[src/rtl/exe_mem_reg.sv]
// EXE->MEM pipeline register with a one-entry skid buffer, so in_ready is
// fully registered, plus a saturating counter of back-pressure cycles.
module exe_mem_reg #(
  parameter int DATA_W = 16,
  parameter int RD_W   = 4
) (
  input  logic              clk,
  input  logic              reset,
  input  logic              in_valid,
  output logic              in_ready,
  input  logic [DATA_W-1:0] alu_result_in,
  input  logic [DATA_W-1:0] store_data_in,
  input  logic [DATA_W-1:0] pc_plus2_in,
  input  logic [RD_W-1:0]   rd_in,
  input  logic              mem_read_in,
  input  logic              mem_write_in,
  input  logic              reg_write_in,
  input  logic              flush,
  output logic              out_valid,
  input  logic              out_ready,
  output logic [DATA_W-1:0] alu_result_out,
  output logic [DATA_W-1:0] store_data_out,
  output logic [DATA_W-1:0] pc_plus2_out,
  output logic [RD_W-1:0]   rd_out,
  output logic              mem_read_out,
  output logic              mem_write_out,
  output logic              reg_write_out,
  output logic [7:0]        stall_cnt
);

  typedef enum logic [1:0] {
    EMPTY     = 2'd0,
    FULL      = 2'd1,
    SKID_FULL = 2'd2
  } state_t;

  typedef struct packed {
    logic [DATA_W-1:0] alu_result;
    logic [DATA_W-1:0] store_data;
    logic [DATA_W-1:0] pc_plus2;
    logic [RD_W-1:0]   rd;
    logic              mem_read;
    logic              mem_write;
    logic              reg_write;
  } payload_t;

  state_t   state, state_nxt;
  payload_t main_q, skid_q, in_pl;
  logic     in_xfer, out_xfer;
  logic     main_from_in, main_from_skid, skid_from_in;

  assign in_pl = '{alu_result: alu_result_in, store_data: store_data_in,
                   pc_plus2: pc_plus2_in, rd: rd_in, mem_read: mem_read_in,
                   mem_write: mem_write_in, reg_write: reg_write_in};

  // Handshake outputs depend on registered state only.
  assign in_ready  = (state != SKID_FULL);
  assign out_valid = (state != EMPTY);
  assign in_xfer   = in_valid && in_ready;
  assign out_xfer  = out_valid && out_ready;

  always_comb begin
    // NOTE: every output of this block gets a default first, so no path
    // through the case can leave a value unassigned and infer a latch.
    state_nxt      = state;
    main_from_in   = 1'b0;
    main_from_skid = 1'b0;
    skid_from_in   = 1'b0;
    if (flush) begin
      state_nxt = EMPTY;
    end else begin
      unique case (state)
        EMPTY: begin
          if (in_xfer) begin
            main_from_in = 1'b1;
            state_nxt    = FULL;
          end
        end
        FULL: begin
          if (in_xfer && out_xfer) begin
            main_from_in = 1'b1;
          end else if (out_xfer) begin
            state_nxt = EMPTY;
          end else if (in_xfer) begin
            skid_from_in = 1'b1;
            state_nxt    = SKID_FULL;
          end
        end
        SKID_FULL: begin
          if (out_xfer) begin
            main_from_skid = 1'b1;
            state_nxt      = FULL;
          end
        end
        default: state_nxt = EMPTY;
      endcase
    end
  end

  // NOTE: state updates use non-blocking assignments so every flop samples
  // pre-edge values regardless of process evaluation order.
  always_ff @(posedge clk or negedge reset) begin
    if (!reset) state <= EMPTY;
    else        state <= state_nxt;
  end

  // NOTE: payload flops are reset because outputs must read zero during reset.
  always_ff @(posedge clk or negedge reset) begin
    if (!reset) begin
      main_q <= '0;
      skid_q <= '0;
    end else begin
      if (main_from_in)        main_q <= in_pl;
      else if (main_from_skid) main_q <= skid_q;
      if (skid_from_in)        skid_q <= in_pl;
    end
  end

  always_ff @(posedge clk or negedge reset) begin
    if (!reset)                                 stall_cnt <= 8'd0;
    else if (out_valid && !out_ready && stall_cnt != 8'hFF) stall_cnt <= stall_cnt + 8'd1;
  end

  assign alu_result_out = main_q.alu_result;
  assign store_data_out = main_q.store_data;
  assign pc_plus2_out   = main_q.pc_plus2;
  assign rd_out         = main_q.rd;
  assign mem_read_out   = out_valid && main_q.mem_read;
  assign mem_write_out  = out_valid && main_q.mem_write;
  assign reg_write_out  = out_valid && main_q.reg_write;

endmodule

[config.mk]
export PLATFORM = sky130hd
export DESIGN_NAME = exe_mem_reg
export DESIGN_NICKNAME = d
export VERILOG_FILES = /design/src/rtl/exe_mem_reg.sv
export SDC_FILE = /design/constraint.sdc
export NUM_CORES = 1
export LEC_CHECK = 0
export BUFFER_PORTS_ARGS = -buffer_cell sky130_fd_sc_hd__buf_4
export CAP_MARGIN = 40
export CORE_MARGIN = 4
export CORE_UTILIZATION = 49
export DETAILED_ROUTE_END_ITERATION = 12
export PLACE_DENSITY = 0.85
export SYNTH_ARGS = -nofsm -noshare
export SYNTH_HDL_FRONTEND = slang
export SYNTH_SLANG_ARGS = --single-unit
[constraint.sdc]
create_clock -name clk -period 1.5 [get_ports clk]
set_clock_uncertainty 0.1 [all_clocks]
set_input_delay 0.075 -clock clk [delete_from_list [all_inputs] [get_ports clk]]
set_output_delay 0.075 -clock clk [all_outputs]
set_load 0.1 [all_outputs]
# After elaboration in Yosys (flattened, before gate mapping)
# Index checks and enable logic that the tools add are counted.
# W data, S select, Z words.
[op_classes]
reduce_logical = 13
n_addsub = 1
n_eq_ne = 8
n_mux = 20
[ops]
columns = ["op", "n"]
rows = [
  ["$mux W55", 2],
  ["$mux W2", 6],
  ["$mux W1", 10],
  ["$ne A3 B3 Y1 const B", 3],
  ["$add A8 B1 Y8 const B", 1],
  ["$logic_and A1 B1 Y1", 8],
  ["$ne A8 B8 Y1 const B", 1],
  ["$pmux W2 S3", 1],
  ["$ne A4 B4 Y1 const B", 1],
  ["$reduce_and A4 Y1", 1],
  ["$reduce_bool A2 Y1", 2],
  ["$eq A2 B1 Y1 const B", 1],
  ["$eq A2 B2 Y1 const B", 1],
  ["$logic_not A2 Y1", 1],
  ["$ne A2 B2 Y1 const B", 1],
  ["$pmux W1 S2", 1],
  ["$logic_not A1 Y1", 1],
]
[word_totals]
inputBits = 60
regBits = 120
out_inout_bits = 65
elab_cells = 58

# Logic depth before layout (Yosys ltp)
[logic_depth]
ltp_word = 7
ltp_mapped = 6

# Worst setup path before layout
# Ideal clock, no wire load.
[synth_path]
kind = "register to register"
startpoint = "register stall_cnt[0]"
endpoint = "register stall_cnt[1]"
setup_ps = 126
slack_ps = -844
synth_period_minus_slack_ps = 2344
path_buffers = 0
path_stages_with_launch = 5
arrival_ps = 2118
required_ps = 1274
path_cell_list = "dfrtp_1 > ha_1 > nand3_1 > o221ai_2 > mux2_2"
[synth_between]
elab_chain_cells = 2
word_cells_on_any_way = 3
cone_classes = "add/sub (1); eq/ne (1); reduce/logical (1)"
[synth_lines]
columns = ["item", "line_no", "text"]
rows = [
  ["start: declaration", "28", "output logic [7:0] stall_cnt"],
  ["start signal: assignment", "121", "else if (out_valid && !out_ready && stall_cnt != 8'hFF) stall_cnt <= stall_cnt + 8'd1;"],
  ["branches (longest 2 deep; another with $add A8 B1 Y8)", "n/a", ""],
]
# Parallel ways; which one is timed is not known.
# A chain may end at the register's enable or synchronous reset.

# Worst setup path in the final report
[layout_path]
startpoint = "register state[1]"
endpoint = "register main_q, in the netlist store_data_out[15]"
[layout_between]
elab_chain_cells = 7
word_cells_on_any_way = 17
cone_classes = "eq/ne (3); mux (8); reduce/logical (6)"
[layout_lines]
columns = ["item", "line_no", "text"]
rows = [
  ["start: declaration", "47", "state_t state, state_nxt;"],
  ["start signal: assignment", "104", "else state <= state_nxt;"],
  ["$ne A2 B2 Y1 or $reduce_bool A2 Y1 (tied branches)", "57, 58", ""],
  ["$logic_and A1 B1 Y1 (on tied branches)", "59, 60", ""],
  ["$logic_and A1 B1 Y1", "80", "if (in_xfer && out_xfer) begin"],
  ["$mux W1", "80", ""],
  ["$pmux W1 S2", "72", "unique case (state)"],
  ["$mux W1", "69", "if (flush) begin"],
  ["$mux W55 or $reduce_bool A2 Y1 (tied branches)", "n/a", ""],
  ["end signal: assignment", "113", "if (main_from_in) main_q <= in_pl;"],
  ["end signal: assignment", "114", "else if (main_from_skid) main_q <= skid_q;"],
  ["end: declaration", "48", "payload_t main_q, skid_q, in_pl;"],
]
# Several ways; a longest one is shown, not always the timed one.

==> out/results.ini <==
[global_route]
grt_overflow = 0
grt_usage_pct = 25.1
grt_antenna_before_repair = 0
grt_pass1_vias = 4616
grt_max_degree = 61
grt_first_pass_wirelength_mm = 24.7

[clock_tree]
cts_tree = done
htreeDepth = 4
path_clk_slew_ps = 60
cts_root_buffer = clkbuf_8
cts_buffer_depth = 2
cts_buffers = 17
clk_latency_ps = 510
cts.sinks = 120

[floorplanning]
die_h_um = 113
io-pin-count = 125
die_area_um2 = 12800
coreArea_um2 = 10800
die_w_um = 113
initial_core_util_pct = 50.0
num_rows = 38

[timing]
whs_ps = 17.3
drv_slew = 0
rsz0062_at_grt = yes
slew_headroom_pct = 73.1
setup_violations = 124
setup_slack_ps = -306
timing.final.crit_share_pct = 120
min_period_ps = 1810
finalSetupTns_ps = -25900
fmax_mhz = 554
tightest_slew_ps = 403
finalHoldViolations = 0

[synth]
syn_nets = 465
syn_avg_cell_area_um2 = 13.4
yosysWarningCount = 0
ys_seq_elements = 120
synth_edf_count = 0
synth_top_area_cell = dfrtp_1
async_flop_share_pct = 100
yosysMostFrequentCell = dfrtp_1
synth_cell_types = 31
ys_seq_area_share_pct = 55.7
yosys-top-cells-area = dfrtp_1, mux2_1, a22o_1
netlist_top_cells_count = dfrtp_1, buf_4, a21o_1, a22o_1, mux2_1
netlist.area_leader.share_pct = 55.7
synth-main-ff-cell = dfrtp_1
synthCells = 404
synthesis.area_um2 = 5400

[routing]
ant_nets = 0
wl_mm = 16.9
wire_per_inst_um = 22.5
drt_iter0_drc = 273
routed_via_density = 5.59
drcViolationCount = 0
dr_total_vias = 4201
firstDrtPassIters = 4

[cells_and_area]
layoutNonFillerInstCount = 751
postLayoutCoreUtil_pct = 80.7
fin_area_um2 = 8710
antenna_cells = 0
nNetsFinal = 659
drive_above_1_share_pct = 50.2
syn2layout_area_growth_pct = 61.4

[pwr]
ir_drop_v = 0.00176
power_mw = 14.1
p_per_area_nw_per_um2 = 1620
power_leakage_nw = 4.52

[min_path]
worstHoldPathType = primary input to asynchronous set/reset pin

[status]
violations = negative setup slack
outcome = complete, but fails checks

[place]
hpwl_mm = 7.77
dpl_worst_slack_ps = -160
dp_cells = 625
numPortBuffers = 124
gp_congestion = 0.752
dpl_cell_area_um2 = 6400

[flow_run]
max_cap_violations = 0

[worst_setup_path]
worstPathArrival_ps = 2150
crit_path_end_kind = register
timing.setup.critical_path_class = register to register
crit_fanout = 10
crit_path_start_kind = register
required_ps = 1850

-- placed cells by master (no fill, tap or decap), drive strengths merged, types with 3 or more instances in the layout --
| cell type | Yosys | layout |
|---|---|---|
| a21o | 54 | 54 |
| a22o | 54 | 54 |
| buf | 74 | 180 |
| bufinv | 0 | 4 |
| clkbuf | 0 | 26 |
| clkinv | 0 | 4 |
| clkinvlp | 0 | 4 |
| dfrtp | 120 | 120 |
| dlygate4sd3 | 0 | 61 |
| inv | 3 | 3 |
| mux2 | 56 | 56 |
| nand2 | 6 | 6 |
| nor2 | 7 | 7 |
| nor2b | 4 | 4 |
| nor3 | 4 | 4 |
| xor2 | 6 | 6 |
-- path summary, 6_finish.rpt --
| kind | from | endpoint | slack, ps | cells after the start |
|---|---|---|---|---|
| setup / recovery | state[1] | store_data_out[15] | -310 | 7 |
| hold / removal | reset | store_data_out[10] | 20 | 3 |
| setup reg to reg | state[1] | store_data_out[15] | -310 | 7 |
| hold reg to reg | pc_plus2_out[15] | pc_plus2_out[15] | 380 | 1 |
| max in group asynchronous | reset | stall_cnt[0] | 780 | 3 |
| min in group clk | out_ready | state[0] | 110 | 5 |
-- layer usage --
layer | vias up | wire length [µm] | global-route usage [%]
met1 | 2147 | 6210 | 28.3
met2 | 197 | 9240 | 46.6
li1 | 1803 | - | -
met3 | 54 | 839 | 4.60
met4 | 0 | 613 | 10.1
met5 | - | 0 | 0
-- layout make-up --
cell class | instances | area, µm²
clock inverter | 12 | 174
multi-input combinational | 207 | 2160
inverter | 3 | 11.3
fill | 556 | 2090
timing repair buffer | 249 | 2710
tap | 140 | 175
sequential | 120 | 3030
clock buffer | 20 | 445
-- where the power goes --
part	internal, mW	switching [mW]	total, mW
Clock	2.78	1.51	4.28
Sequential	4.03	0.566	4.60
Combinational	1.92	3.26	5.18
Total	8.73	5.34	14.1
-- state kept, by name (all words and copies together) (netlist names) --
name / cells
skid_q: 55
stall_cnt: 8
rd_out: 4
pc_plus2_out: 16
state: 2
store_data_out: 16
main_q: 3
alu_result_out: 16
-- cells by family (layout without fill, tap and decap cells) --
family                     count (synthesis)  in the layout  share of synthesized area (%)
AOI/OAI and AO/OA                        113            113                           17.0
xor gates and xnor gates                   7              7                           1.14
buffers and inverters                     77            284                           10.9
DFF                                      120            120                           55.7
and+or+nand+nor                           28             28                           2.97
muxes                                     58             58                           12.1
adders and majority gates                  1              1                          0.232
-- what timing repair did --
action                                  4_1_cts  5_1_grt
endpoints found under the hold margin       232        0
setup buffers                                 9       14
pin swaps                                    17        8
endpoints found under the setup margin      123      127
gates cloned                                 10        6
hold buffers                                 61        0
resized for setup                           110       30
-- critical path: stages, from the launching register on --
cell	delay, ps
dfrtp_2	450
nand2b_4	180
buf_6	120
nor3_4	250
buf_6	210
clkbuf_16	170
a22o_1	160
a21o_1	100
Note: power is estimated with default switching activity, not from simulation.
